$ cat config.mk
export PLATFORM = sky130hd
export DESIGN_NAME = bb_slave_port
export DESIGN_NICKNAME = d
export VERILOG_FILES = /design/src/rtl/bb_slave_port.sv
export SDC_FILE = /design/constraint.sdc
export NUM_CORES = 1
export LEC_CHECK = 0
export ABC_AREA = 0
export ABC_CLOCK_PERIOD_IN_PS = 2090
export CAP_MARGIN = 20
export CORE_ASPECT_RATIO = 0.5
export CORE_MARGIN = 4
export CORE_UTILIZATION = 48
export CTS_CLUSTER_SIZE = 30
export DETAILED_ROUTE_END_ITERATION = 8
export PLACE_DENSITY = 0.8
export SYNTH_ARGS = -nofsm -noshare
export SYNTH_HDL_FRONTEND = slang
export SYNTH_SLANG_ARGS = --single-unit
export TNS_END_PERCENT = 20
$ cat constraint.sdc
create_clock -name clk -period 2.09 [get_ports clk]
set_clock_uncertainty 0.05 [all_clocks]
set_input_delay 0.3135 -clock clk [delete_from_list [all_inputs] [get_ports clk]]
set_output_delay 0.3135 -clock clk [all_outputs]
set_load 0.01 [all_outputs]
$ cat src/rtl/bb_slave_port.sv
// bb_slave_port: bit-serial bus slave. Receives a 16-bit address MSB first; the top
// nibble selects this device. Writes shift in 8 data bits and issue one local write strobe;
// reads issue one local read strobe, wait any latency for the data, then shift it out MSB first.
// Optional feature: define BB_SLAVE_SPLIT_EN to drive split while read data is pending;
// without it split is tied low.
module bb_slave_port #(
    parameter logic [3:0]  DEVICE_ID = 4'h0,
    parameter int unsigned ADDR_W    = 12
) (
    input  logic              clk,
    input  logic              rstn,
    input  logic              mode,
    input  logic              wr_bus,
    input  logic              master_valid,
    output logic              slave_ready,
    output logic              ack,
    output logic              rd_bus,
    output logic              slave_valid,
    input  logic              master_ready,
    output logic              split,
    output logic [ADDR_W-1:0] s_addr,
    output logic [7:0]        s_wr_data,
    output logic              s_wr_en,
    output logic              s_rd_en,
    input  logic [7:0]        s_rd_data,
    input  logic              s_rd_valid
);

    typedef enum logic [2:0] {
        StIdle,
        StAddr,
        StIgnore,
        StWdata,
        StWrCommit,
        StRdReq,
        StRdWait,
        StRdData
    } state_e;

    state_e      state_q;
    logic [15:0] addr_q;
    logic [7:0]  data_q;
    logic [3:0]  count_q;
    logic        ack_q;
    logic        beat;
    logic        addr_valid;

    // The address MSB is only needed for the device-select compare, which happens on the fly.
    logic unused_addr_msb;
    assign unused_addr_msb = addr_q[15];

    assign beat = master_valid & slave_ready;

    // Transfer sequencing: address capture, device select, write/read data movement.
    always_ff @(posedge clk) begin
        if (!rstn) begin
            state_q <= StIdle;
            addr_q  <= '0;
            data_q  <= '0;
            count_q <= '0;
            ack_q   <= 1'b0;
        end else begin
            unique case (state_q)
                StIdle: begin
                    if (beat) begin
                        addr_q  <= {15'd0, wr_bus};
                        count_q <= 4'd1;
                        state_q <= StAddr;
                    end
                end
                StAddr: begin
                    if (!master_valid) begin
                        // Master gave up mid-address: drop the transfer silently.
                        state_q <= StIdle;
                        ack_q   <= 1'b0;
                        count_q <= '0;
                    end else begin
                        addr_q  <= {addr_q[14:0], wr_bus};
                        count_q <= count_q + 4'd1;
                        if (count_q == 4'd3) begin
                            if ({addr_q[2:0], wr_bus} == DEVICE_ID) begin
                                ack_q <= 1'b1;
                            end else begin
                                state_q <= StIgnore;
                                count_q <= '0;
                            end
                        end else if (count_q == 4'd15) begin
                            ack_q   <= 1'b0;
                            count_q <= '0;
                            state_q <= mode ? StWdata : StRdReq;
                        end
                    end
                end
                StIgnore: begin
                    if (!master_valid) begin
                        state_q <= StIdle;
                    end
                end
                StWdata: begin
                    if (!master_valid) begin
                        state_q <= StIdle;
                        count_q <= '0;
                    end else begin
                        data_q  <= {data_q[6:0], wr_bus};
                        count_q <= count_q + 4'd1;
                        if (count_q == 4'd7) begin
                            count_q <= '0;
                            state_q <= StWrCommit;
                        end
                    end
                end
                StWrCommit: begin
                    state_q <= StIdle;
                end
                StRdReq: begin
                    // Zero-latency memories may answer in the same cycle as the request.
                    if (s_rd_valid) begin
                        data_q  <= s_rd_data;
                        state_q <= StRdData;
                    end else begin
                        state_q <= StRdWait;
                    end
                end
                StRdWait: begin
                    if (s_rd_valid) begin
                        data_q  <= s_rd_data;
                        state_q <= StRdData;
                    end
                end
                StRdData: begin
                    if (master_ready) begin
                        data_q  <= {data_q[6:0], 1'b0};
                        count_q <= count_q + 4'd1;
                        if (count_q == 4'd7) begin
                            count_q <= '0;
                            state_q <= StIdle;
                        end
                    end
                end
                default: begin
                    state_q <= StIdle;
                end
            endcase
        end
    end

    // Output decode from registered state only, so every output is glitch-free.
    always_comb begin
        slave_ready = (state_q == StIdle) || (state_q == StAddr) || (state_q == StWdata);
        addr_valid  = (state_q == StWdata) || (state_q == StWrCommit) ||
                      (state_q == StRdReq) || (state_q == StRdWait) || (state_q == StRdData);
        ack         = ack_q;
        s_addr      = addr_valid ? addr_q[ADDR_W-1:0] : '0;
        s_wr_data   = data_q;
        s_wr_en     = (state_q == StWrCommit);
        s_rd_en     = (state_q == StRdReq);
        slave_valid = (state_q == StRdData);
        rd_bus      = (state_q == StRdData) & data_q[7];
`ifdef BB_SLAVE_SPLIT_EN
        split       = (state_q == StRdReq) || (state_q == StRdWait);
`else
        split       = 1'b0;
`endif
    end

endmodule
# --- Word level (Yosys, flattened, before mapping) ---
# Cells that the tools add are included.
totals:
  word_cells: 83
  romBits: 0
  n_memories: 0
  latchBits: 0
  register_bits: 28
  input_bits: 15
  mem_bits_rw: 0
  output_inout_bits: 27
classes:
  shift: 0
  eq_ne: 23
  n_reduce_logical: 17
  add_sub_neg: 1
  n_lt_le_gt_ge: 0
  multipliers: 0
  muxes: 35
  div: 0
  bitwise_logic: 2
op_table:
  columns: ["op", "n"]
  rows:
  - ["$mux W12", 3]
  - ["$mux W3", 12]
  - ["$mux W4", 8]
  - ["$mux W8", 3]
  - ["$pmux W12 S2", 1]
  - ["$pmux W3 S8", 1]
  - ["$pmux W8 S3", 1]
  - ["$pmux W4 S4", 1]
  - ["$eq A3 B3 Y1 const B", 4]
  - ["$ne A2 B2 Y1 const B", 5]
  - ["$reduce_and A3 Y1", 3]
  - ["$ne A4 B4 Y1 const B", 2]
  - ["$reduce_and A8 Y1", 1]
  - ["$eq A3 B2 Y1 const B", 2]
  - ["$logic_or A1 B1 Y1", 6]
  - ["$ne A2 B1 Y1 const B", 3]
  - ["$mux W1", 5]
  - ["$add A4 B1 Y4 const B", 1]
  - ["$eq A4 B2 Y1 const B", 1]
  - ["$eq A4 B3 Y1 const B", 1]
  - ["$eq A4 B4 Y1 const B", 1]
  - ["$logic_not A4 Y1", 1]
  - ["$reduce_and A4 Y1", 1]
  - ["$reduce_bool A4 Y1", 1]
  - ["9 further kinds", 10]

# --- Logic depth before layout (Yosys ltp) ---
depth:
  depth_word: 6
  ltp_mapped: 7
  mapped_depth_nobuf: 6

# --- Least setup slack after synthesis ---
# No wires, ideal clock.
synth_timing:
  kind: "input port to flip-flop"
  startpoint: "input master_valid"
  endpoint: "register count_q[3]"
  t_required_ns: 1.966
  path_stages: 7
  setup_slack_ns: 0.175
  arrival_time_ns: 1.791
  path_buffers: 2
  cell_sequence: "buf_2 > and4bb_1 > buf_4 > o22ai_2 > a211o_1 > or4_1 > a31oi_1"
synth_via:
  elab_chain_cells: 3
  elab_cells_between_ends: 6
  cone_classes: "1 x eq/ne; 3 x mux; 1 x bitwise; 1 x reduce/logical"
synth_rtl:
  columns: ["item", "line", "text"]
  rows:
  - ["start: declaration", "14", "input logic master_valid,"]
  - ["$and A1 B1 Y1", "52", "assign beat = master_valid & slave_ready;"]
  - ["$ne A2 B2 Y1 (no source line)", null, null]
  - ["$reduce_and A3 Y1 (no source line)", null, null]
  - ["end signal: assignment", "79", "count_q <= count_q + 4'd1;"]
  - ["end signal: assignment", "105", "count_q <= count_q + 4'd1;"]
  - ["end signal: assignment", "133", "count_q <= count_q + 4'd1;"]
  - ["end: declaration", "43", "logic [3:0] count_q;"]
# Parallel ways exist; a longest one is shown, timed or not.
# A chain may end at the register's enable or synchronous reset.

# --- Final worst setup path ---
layout_timing:
  startpoint: "register state_q[1]"
  endpoint: "output s_addr[1]"
layout_via:
  elab_chain_cells: 6
  elab_cells_between_ends: 10
  cone_classes: "5 x eq/ne; 1 x mux; 4 x reduce/logical"
layout_rtl:
  columns: ["item", "line", "text"]
  rows:
  - ["start: declaration", "40", "state_e state_q;"]
  - ["start signal: assignment", "57", "state_q <= StIdle;"]
  - ["start signal: assignment", "68", "state_q <= StAddr;"]
  - ["start signal: assignment", "74", "state_q <= StIdle;"]
  - ["$eq A3 B2 Y1 or $eq A3 B3 Y1 (tied branches)", "150", "addr_valid = (state_q == StWdata) || (state_q == StWrCommit) ||"]
  - ["$logic_or A1 B1 Y1 (2 in series)", "150", null]
  - ["$logic_or A1 B1 Y1", "151", "(state_q == StRdReq) || (state_q == StRdWait) || (state_q == StRdData);"]
  - ["$logic_or A1 B1 Y1 (*)", "151", null]
  - ["$mux W12 (*)", "153", "s_addr = addr_valid ? addr_q[ADDR_W-1:0] : '0;"]
  - ["end: declaration", "21", "output logic [ADDR_W-1:0] s_addr,"]
# Mark *: on every way between the ends. The rest lies on a longest branch, timed or not.

==> impl_metrics.json <==
{
  "finalNonFillerCells": 274,
  "area_taken_by_flip_flops_and_latches_um2": 569.3,
  "synth.yosys.seq_area_share_pct": 36.13,
  "layout_worst_path_cycle_share_pct": 95.13,
  "post_synth_num_cell_types": 47,
  "ioPinCount": 42,
  "timing_worst_slew_pin_value_ns": 0.5912,
  "die_outline_height_um": 48.20,
  "cts.repair_timing.setup_buffer_count": 0,
  "ys_async_sr_fraction_pct": 0,
  "cts-htree-levels": 1,
  "min_path_type": "reg2reg",
  "power.density_cell_area_nw_per_um2": 941.8,
  "worst_hold_startpoint": "count_q[1]",
  "rsz0062_at_grt": "false",
  "yosys_warnings": 0,
  "route.final.wire_length_mm": 4.031,
  "postSynth.topFlopCell": "sky130_fd_sc_hd__dfxtp_1",
  "clk_pin_slew_ns": 0.10,
  "leakagePower_nw": 0.8290,
  "min_path_cells": 2,
  "vias": 1519,
  "initial_utilization_pct": 50.90,
  "finalHoldViolations": 0,
  "die_width_um": 88.40,
  "postRouteAntennaNets": 0,
  "multi_input_comb_area_um2": 917.1,
  "gp_congestion": 0.8142,
  "grtUsageTotal_pct": 20.07,
  "synthesis.nets": 205,
  "cts.sinks": 28,
  "floorplan.die_area_um2": 4261,
  "critPathCaptureType": "output pin",
  "dr.first_iter.drc_count": 138,
  "hold_path_end": "count_q[1]",
  "vias_per_cell": 5.544,
  "remaining_drc_errors": 0,
  "final_layout_size_suffix_gt1_share_pct": 13.68,
  "postSynthAreaPerCell_um2": 8.209,
  "max_vdd_drop_mv": 0.6496,
  "status": "complete, no violations",
  "clock.fmax_mhz": 503.0,
  "maxCapViolations": 0,
  "worst_slew_margin_rel_pct": 60.58,
  "crit-reg2reg-launch": "count_q[0]",
  "areaGrowthSynthToFinish_pct": 39.60,
  "synth_edf_count": 0,
  "critical_path.reg2reg.endpoint": "state_q[2]",
  "fillers": 256,
  "grt_overflow": 0,
  "dpl_hpwl_mm": 2.885,
  "reg2regPathDepth": 7,
  "totalNegativeSetupSlack_ns": 0,
  "critical_path_class": "reg2out",
  "first_pass_grt_wire_length_mm": 6.596,
  "cts_max_path_buffers": 2,
  "tritoncts": "done",
  "holdWs_ns": 0.4602,
  "core_area_um2": 3048,
  "cp.arrival_ns": 1.62,
  "dr.pass1.iters": 4,
  "io_port_bufs": 40,
  "worst_ep_required_time_ns": 1.73,
  "clock_insertion_delay_worst_skew_ns": 0.28,
  "yosys_reg_bits": 28,
  "synthesis.area_um2": 1551,
  "cts_root_buf": "sky130_fd_sc_hd__clkbuf_8",
  "synthesis.instances": 189,
  "setup_viol": 0,
  "startpoint_type": "flop",
  "cts_made_buffers": 3,
  "final.min_clock_period_ns": 1.988,
  "final_nets": 251,
  "drv_slew": 0,
  "worstPathMaxFanout": 12,
  "wire_per_inst_um": 14.71,
  "grt_max_degree": 28,
  "place_inst": 270,
  "fp-row-count": 14,
  "cts_hold_buffers": 0,
  "insertedDiodeCount": 0,
  "power_mw": 2.040,
  "reg2reg_slack_ns": 0.14,
  "first_global_vias": 1391,
  "grt_antenna_before_repair": 0
}
[cell usage after synthesis (2+ instances only)]
library cell                n  area, um2
sky130_fd_sc_hd__buf_4      2      15.01
sky130_fd_sc_hd__mux2i_1    8      80.08
sky130_fd_sc_hd__a22oi_1   11      82.58
sky130_fd_sc_hd__nor3_1     5      25.02
sky130_fd_sc_hd__and2_1     3      18.77
sky130_fd_sc_hd__a221oi_1   2      17.52
sky130_fd_sc_hd__nor2_1    29      108.9
sky130_fd_sc_hd__nand3_1    6      30.03
sky130_fd_sc_hd__inv_1      3      11.26
sky130_fd_sc_hd__a21boi_0   2      15.01
sky130_fd_sc_hd__a31oi_1    2      12.51
sky130_fd_sc_hd__nand2_1    7      26.28
sky130_fd_sc_hd__nor3b_1    2      15.01
sky130_fd_sc_hd__o21ai_0    3      15.01
sky130_fd_sc_hd__dfxtp_1   28      560.5
sky130_fd_sc_hd__a211oi_1  10      75.07
sky130_fd_sc_hd__nand2b_1   2      12.51
sky130_fd_sc_hd__buf_2      3      15.01
sky130_fd_sc_hd__o211ai_1   2      15.01
sky130_fd_sc_hd__clkbuf_1   8      30.03
sky130_fd_sc_hd__nor2b_1   15      93.84
sky130_fd_sc_hd__a21oi_1   11      55.05
[critical path, stage by stage, from the launching register on]
cell	delay (ns)
sky130_fd_sc_hd__dfxtp_4	0.39
sky130_fd_sc_hd__a21oi_4	0.34
sky130_fd_sc_hd__nor2b_1	0.11
sky130_fd_sc_hd__clkdlybuf4s50_1	0.50
[kinds of logic (layout without fill, tap and decap cells)]
family / count (synthesis) / in the layout / synth area share [%]
muxes: 9 / 9 / 5.887
adders and majority gates: 1 / 1 / 0.8063
and+or+nand+nor: 76 / 76 / 25.40
buffers and inverters: 19 / 64 / 5.805
AOI/OAI and AO/OA: 53 / 53 / 24.60
DFF: 28 / 28 / 36.13
other: 1 / 1 / 0.2417
xor gates and xnor gates: 2 / 2 / 1.129
[cell type report]
type / count / area share, %
clock buffer: 3 / 1.906
clock inverter: 1 / 1.386
inverter: 4 / 0.6932
multi-input combinational: 142 / 42.35
sequential: 28 / 26.29
tap: 40 / 2.311
timing repair buffer: 56 / 25.07
[worst max path at each step]
stage | from | endpoint
6_report | state_q[1] | s_addr[1]
5_1_grt | count_q[0] | state_q[0]
4_1_cts | state_q[1] | rd_bus
3_5_place_dp | wr_bus | count_q[3]
3_3_place_gp | master_valid | count_q[3]
2_1_floorplan | master_valid | count_q[3]
[timing repair]
action                                  CTS  global route
cloned                                    0             0
endpoints found under the setup margin   15             6
gates resized for setup                   8             8
[metrics by stage]
stage	util [%]	area, um2	worst slack [ns]
global placement	67.16	2047	-0.1199
detailed placement	67.16	2047	-0.1775
floorplan	-	1551	0.1747
global route	71.06	2166	0.01054
finish	71.06	2166	0.1019
CTS	70.20	2140	-0.01462
[power breakdown]
group          switching (mW)  leakage, nW  internal, mW
sequential             0.0830        0.229         0.604
combinational           0.488        0.565         0.430
clock                   0.179       0.0357         0.257
total                   0.750        0.829          1.29
[layer usage]
layer | GRT usage, % | share of wire [%]
met4 | 3.614 | 0.27
met3 | 3.204 | 4.3
met2 | 36.40 | 48
met5 | 0 | 0
met1 | 26.39 | 47
[sequential cells by signal, indices dropped and copies added, names as in the netlist]
signal and flops:
ack 1, addr_q 12, count_q 4, s_wr_data 8
state_q 3
[layout by cell type (no fill, tap or decap), drive strengths merged, types with 3 or more instances in the layout]
cell type and instances:
a211oi 10, a21oi 11, a22oi 11, and2 3
buf 16, clkbuf 3, clkdlybuf4s50 37, dfxtp 28
inv 3, mux2i 8, nand2 7, nand3 6
nor2 29, nor2b 15, nor3 5, o21ai 4
No activity file was read; power rests on OpenSTA's default activity.
